===== src/rtl/sram_lsu.sv =====
// rtl/sram_lsu.sv - load/store unit sequencing byte/word accesses onto an 8-bit single-port SRAM
//
// Accepts one byte or little-endian 16-bit load/store per request handshake,
// drives the SRAM strobes for one or two byte cycles, absorbs the SRAM's
// one-cycle registered read latency, and returns a response for every access.
//
// Ports:
//   clk, Reset_n                  clock (rising edge), async active-low reset
//   req_valid/req_ready           CPU request handshake
//   req_we, req_word              store/load select, word/byte select
//   req_addr, req_wdata           byte address, store data (low byte at addr)
//   rsp_valid/rsp_ready           response handshake
//   rsp_rdata                     load data (byte loads zero-extended, 0 for stores)
//   Address, SRAMRead, SRAMWrite  SRAM address and strobes
//   Datain                        SRAM write data
//   Dataout                       SRAM read data, valid the cycle after SRAMRead
module sram_lsu #(
  parameter int ADDR_W = 8,
  parameter int BYTE_W = 8
) (
  input  logic                  clk,
  input  logic                  Reset_n,
  input  logic                  req_valid,
  output logic                  req_ready,
  input  logic                  req_we,
  input  logic                  req_word,
  input  logic [ADDR_W-1:0]     req_addr,
  input  logic [2*BYTE_W-1:0]   req_wdata,
  output logic                  rsp_valid,
  input  logic                  rsp_ready,
  output logic [2*BYTE_W-1:0]   rsp_rdata,
  output logic [ADDR_W-1:0]     Address,
  output logic                  SRAMRead,
  output logic                  SRAMWrite,
  output logic [BYTE_W-1:0]     Datain,
  input  logic [BYTE_W-1:0]     Dataout
);

  typedef enum logic [2:0] {
    IDLE = 3'd0,
    ACC0 = 3'd1,
    ACC1 = 3'd2,
    CAP  = 3'd3,
    RESP = 3'd4
  } state_t;

  state_t                state_q, state_d;
  logic [ADDR_W-1:0]     addr_q, addr_d;
  logic                  we_q, we_d;
  logic                  word_q, word_d;
  logic [2*BYTE_W-1:0]   wdata_q, wdata_d;
  logic [2*BYTE_W-1:0]   rdata_q, rdata_d;

  always_ff @(posedge clk or negedge Reset_n) begin
    if (!Reset_n) begin
      state_q <= IDLE;
      addr_q  <= '0;
      we_q    <= 1'b0;
      word_q  <= 1'b0;
      wdata_q <= '0;
      rdata_q <= '0;
    end else begin
      state_q <= state_d;
      addr_q  <= addr_d;
      we_q    <= we_d;
      word_q  <= word_d;
      wdata_q <= wdata_d;
      rdata_q <= rdata_d;
    end
  end

  // SRAM pins depend only on state_q and the latched fields, never on req_*.
  always_comb begin
    state_d   = state_q;
    addr_d    = addr_q;
    we_d      = we_q;
    word_d    = word_q;
    wdata_d   = wdata_q;
    rdata_d   = rdata_q;
    req_ready = 1'b0;
    rsp_valid = 1'b0;
    SRAMRead  = 1'b0;
    SRAMWrite = 1'b0;
    Address   = addr_q;
    Datain    = wdata_q[BYTE_W-1:0];

    case (state_q)
      IDLE: begin
        req_ready = 1'b1;
        if (req_valid) begin
          addr_d  = req_addr;
          we_d    = req_we;
          word_d  = req_word;
          wdata_d = req_wdata;
          // Cleared here so store responses return zero.
          rdata_d = '0;
          state_d = ACC0;
        end
      end

      ACC0: begin
        SRAMWrite = we_q;
        SRAMRead  = !we_q;
        if (word_q)     state_d = ACC1;
        else if (we_q)  state_d = RESP;
        else            state_d = CAP;
      end

      ACC1: begin
        // Second byte address wraps modulo 2^ADDR_W.
        Address   = addr_q + ADDR_W'(1);
        Datain    = wdata_q[2*BYTE_W-1:BYTE_W];
        SRAMWrite = we_q;
        SRAMRead  = !we_q;
        if (!we_q) begin
          // Dataout here is the low byte requested during ACC0.
          rdata_d[BYTE_W-1:0] = Dataout;
          state_d = CAP;
        end else begin
          state_d = RESP;
        end
      end

      CAP: begin
        if (word_q) rdata_d[2*BYTE_W-1:BYTE_W] = Dataout;
        else        rdata_d = {{BYTE_W{1'b0}}, Dataout};
        state_d = RESP;
      end

      RESP: begin
        rsp_valid = 1'b1;
        if (rsp_ready) state_d = IDLE;
      end

      default: state_d = IDLE;
    endcase
  end

  assign rsp_rdata = rdata_q;

endmodule


===== config.mk =====
export PLATFORM = sky130hd
export DESIGN_NAME = sram_lsu
export DESIGN_NICKNAME = d
export VERILOG_FILES = /design/src/rtl/sram_lsu.sv
export SDC_FILE = /design/constraint.sdc
export NUM_CORES = 1
export LEC_CHECK = 0
export CORE_UTILIZATION = 26
export DETAILED_ROUTE_END_ITERATION = 12
export PLACE_DENSITY = 0.56
export RECOVER_POWER = 25
export SETUP_SLACK_MARGIN = 0.05
export SLEW_MARGIN = 40
export SYNTH_ARGS = -nofsm -noshare
export SYNTH_HDL_FRONTEND = slang
export SYNTH_SLANG_ARGS = --single-unit

===== constraint.sdc =====
create_clock -name clk -period 4.4 [get_ports clk]
set_input_delay 1.1 -clock clk [delete_from_list [all_inputs] [get_ports clk]]
set_output_delay 1.1 -clock clk [all_outputs]
set_load 0.01 [all_outputs]

==> key figures <==
Die
  – Core area: 7850 µm²
  – Io pins: 74
  – Die area: 8580 µm²
  – Starting Density: between 20% and 30%
  – Die extent in y: roughly 93 µm
  – Std cell rows: 32
  – Die width: 92.6 µm

Worst setup path
  – Crit path launch type: register
  – CP Data Arrival Time: 2.28 ns
  – Kind of critical path: reg2out
  – Setup crit end kind: output pin
  – R2R depth: 3
  – CP max FO: 11
  – CP required: 3.30 ns

Timing
  – Final Cycle Share: 76.9%
  – Fmax: 296 MHz
  – Worst clock skew: 0.00613 ns
  – RSZ-0062 raised after global routing: false
  – Fin crit period: 3.38 ns
  – Slew Limit Headroom: -60.4%
  – Final WS setup: 1.02 ns
  – Final Hold Vio Count: 0
  – Max Slew Vio Count: 46
  – Final Setup Violations: 0
  – Worst Tran Pin Value: 2.41 ns
  – WHS: 0.501 ns
  – Setup_tns: 0 ns

Synthesis
  – Register bit total from synthesis: 45
  – Avg Cell Area, Syn: 14.5 µm²
  – Post-Syn Nets: between 150 and 200
  – Yosys cell types: 31
  – YS warnings: 0
  – Post-synth top area share: 52.8%
  – Cells after synthesis: 147
  – Sequential element share of the synthesized area: around 53%
  – Largest cells by area after synthesis: dfrtp_1 (53%), mux2_4 (14%), mux2_2 (7.9%)
  – Leading area contributor after synthesis: dfrtp_1
  – Area of the mapped netlist: 2130 µm²

Worst hold path
  – Worst min-delay path class: reg2reg
  – Hold depth: 1

Route
  – Pre-Repair DR Iteration Count: 4
  – First DRT Iteration DRCs: 26
  – Detail Route Antenna Nets: 0
  – Routed wire per std cell: 14.1 µm
  – Met2 WL: roughly 1800 µm
  – DR vias: 1400
  – Average via count per standard cell: 4.31
  – Number of remaining DRC errors: 0
  – Met1 Wirelength: 2320 µm
  – Max Used Layer: met4
  – Routed wire length: around 4600 µm
  – WL met3: 405 µm

Clocking
  – CTS clk-pin slew, worst paths: 0.08 ns
  – CTS Buf Count: 5
  – # hold bufs at CTS: 0
  – H-tree depth: 2
  – Post-cts resize count: 0
  – Skew-Pair Late Insertion Delay: roughly 0.28 ns
  – Clock Tree Buf Depth: 2
  – Post-CTS Setup Bufs: 0
  – Num Clock Sinks: 45
  – Root buf cell: clkbuf_8
  – CTS tree: built

Cells and area
  – Share of layout cells above drive strength 1: 22.0%
  – FILL cells: 777
  – Non-Filler Instances: 325
  – Post-route cell area: around 3000 µm²
  – Final Util: 38.5%
  – N_diodes: 0
  – Layout Nets: approximately 260
  – Area grow syn2layout: 41.5%

Placement
  – Placed cell count: 317
  – Post-DP HPWL: 3180 µm
  – GPL Wtd Cong: 0.731
  – Dpl ws: 1.30 ns
  – Placement Cell Area: 2920 µm²
  – Port Buffers: 73

Global routing
  – First-pass GRT wire length: 7270 µm
  – Grt ovf: 0
  – Initial antenna violation count: 1
  – GRT Resource Usage Total: a little over a tenth
  – Largest net degree at the start of global routing: 46
  – Vias in the first global route: ~1400

Outcome
  – Status: finished with violations
  – Failing checks: max-capacitance violations, max-slew violations

Power and ir drop
  – Maximum vdd ir drop: 0.000188 V
  – Power Density: 651 nW/µm²
  – Final Power: 1.97 mW
  – Pleak: 1.28 nW

Run
  – Max_cap viols: 1
==> report_power, final <==
part / leakage [nW] / switching [mW] / internal (mW)
combinational: 0.667 / 0.351 / 0.617
sequential: 0.563 / 0.142 / 0.582
clock: 0.0542 / 0.134 / 0.142
total: 1.28 / 0.627 / 1.34
==> cells in the mapped netlist <==
cell type	instances
ha_1	1
buf_6	2
o21ai_0	3
and2_1	1
nor3b_2	1
buf_4	1
nor3_2	1
xnor2_1	5
dfrtp_1	45
xor2_1	2
and4_1	1
nor2_1	4
or2b_1	1
and2_4	1
mux2_2	15
nor3b_4	2
a21oi_1	2
nand2_1	4
buf_2	1
a22o_1	16
nand2b_1	2
nand4_1	2
and3_1	1
nor2b_1	2
inv_1	1
nand3_1	2
a21o_1	4
and2b_1	1
mux2_4	20
buf_12	2
o22a_1	1
==> per-layer routing <==
metal,vias to the layer above,GRT usage [%]
li1,682,-
met2,54,15.4
met5,-,0
met1,662,15.7
met4,0,2.34
met3,2,4.02
==> cell families (layout without fill, tap and decap cells) <==
logic type,Yosys count,after routing,synth area share [%]
xor gates and xnor gates,7,7,2.87
DFF,45,45,52.8
AOI/OAI and AO/OA,26,26,9.55
and+or+nand+nor,26,26,8.56
muxes,35,35,22.0
adders and majority gates,1,1,0.586
buffers and inverters,7,83,3.69
==> placed cells by master, fill, tap and decap left out, drive strengths merged <==
cell type / synthesis / routed
clkdlybuf4s50: 0 / 72
dfrtp: 45 / 45
mux2: 35 / 35
a22o: 16 / 16
clkbuf: 0 / 8
xnor2: 5 / 5
nand2: 4 / 4
nor2: 4 / 4
a21o: 4 / 4
o21ai: 3 / 3
nor3b: 3 / 3
nand4: 2 / 2
nand3: 2 / 2
xor2: 2 / 2
nand2b: 2 / 2
a21oi: 2 / 2
nor2b: 2 / 2
and2: 2 / 2
nor3: 1 / 1
and3: 1 / 1
and4: 1 / 1
inv: 1 / 1
or2b: 1 / 1
and2b: 1 / 1
o22a: 1 / 1
ha: 1 / 1
clkinv: 0 / 1
buf: 6 / 1
==> flip-flops by register name, summed over array words and instances (netlist names) <==
register	count
rsp_rdata	16
wdata_q	16
addr_q	8
state_q	3
we_q	1
word_q	1
==> final timing paths <==
| kind | startpoint | to | slack [ns] |
|---|---|---|---|
| max | state_q[2] | Address[7] | 1.02 |
| min | rsp_rdata[6] | rsp_rdata[6] | 0.50 |
| max reg2reg | state_q[2] | addr_q[5] | 2.56 |
| min reg2reg | rsp_rdata[6] | rsp_rdata[6] | 0.50 |
| max in group asynchronous | Reset_n | addr_q[1] | 1.50 |
| min in group asynchronous | Reset_n | wdata_q[4] | 1.54 |
==> worst max-delay path, stage by stage, from the launching register on <==
cell             delay, ns
dfrtp_1               0.55
nor3b_4               0.35
and4_1                0.29
nand3_1               0.11
xnor2_1               0.14
clkdlybuf4s50_1       0.55
==> cell type report <==
cell class	count	area (µm²)	share of cell area [%]
Timing Repair Buffer	74	732	24.2
Tap cell	102	128	4.23
Sequential cell	45	1130	37.3
Inverter	1	3.75	0.124
Multi-Input combinational cell	95	930	30.8
Clock buffer	7	96.3	3.19
Clock inverter	1	5.00	0.166
Power figures use the tool's default switching activity.
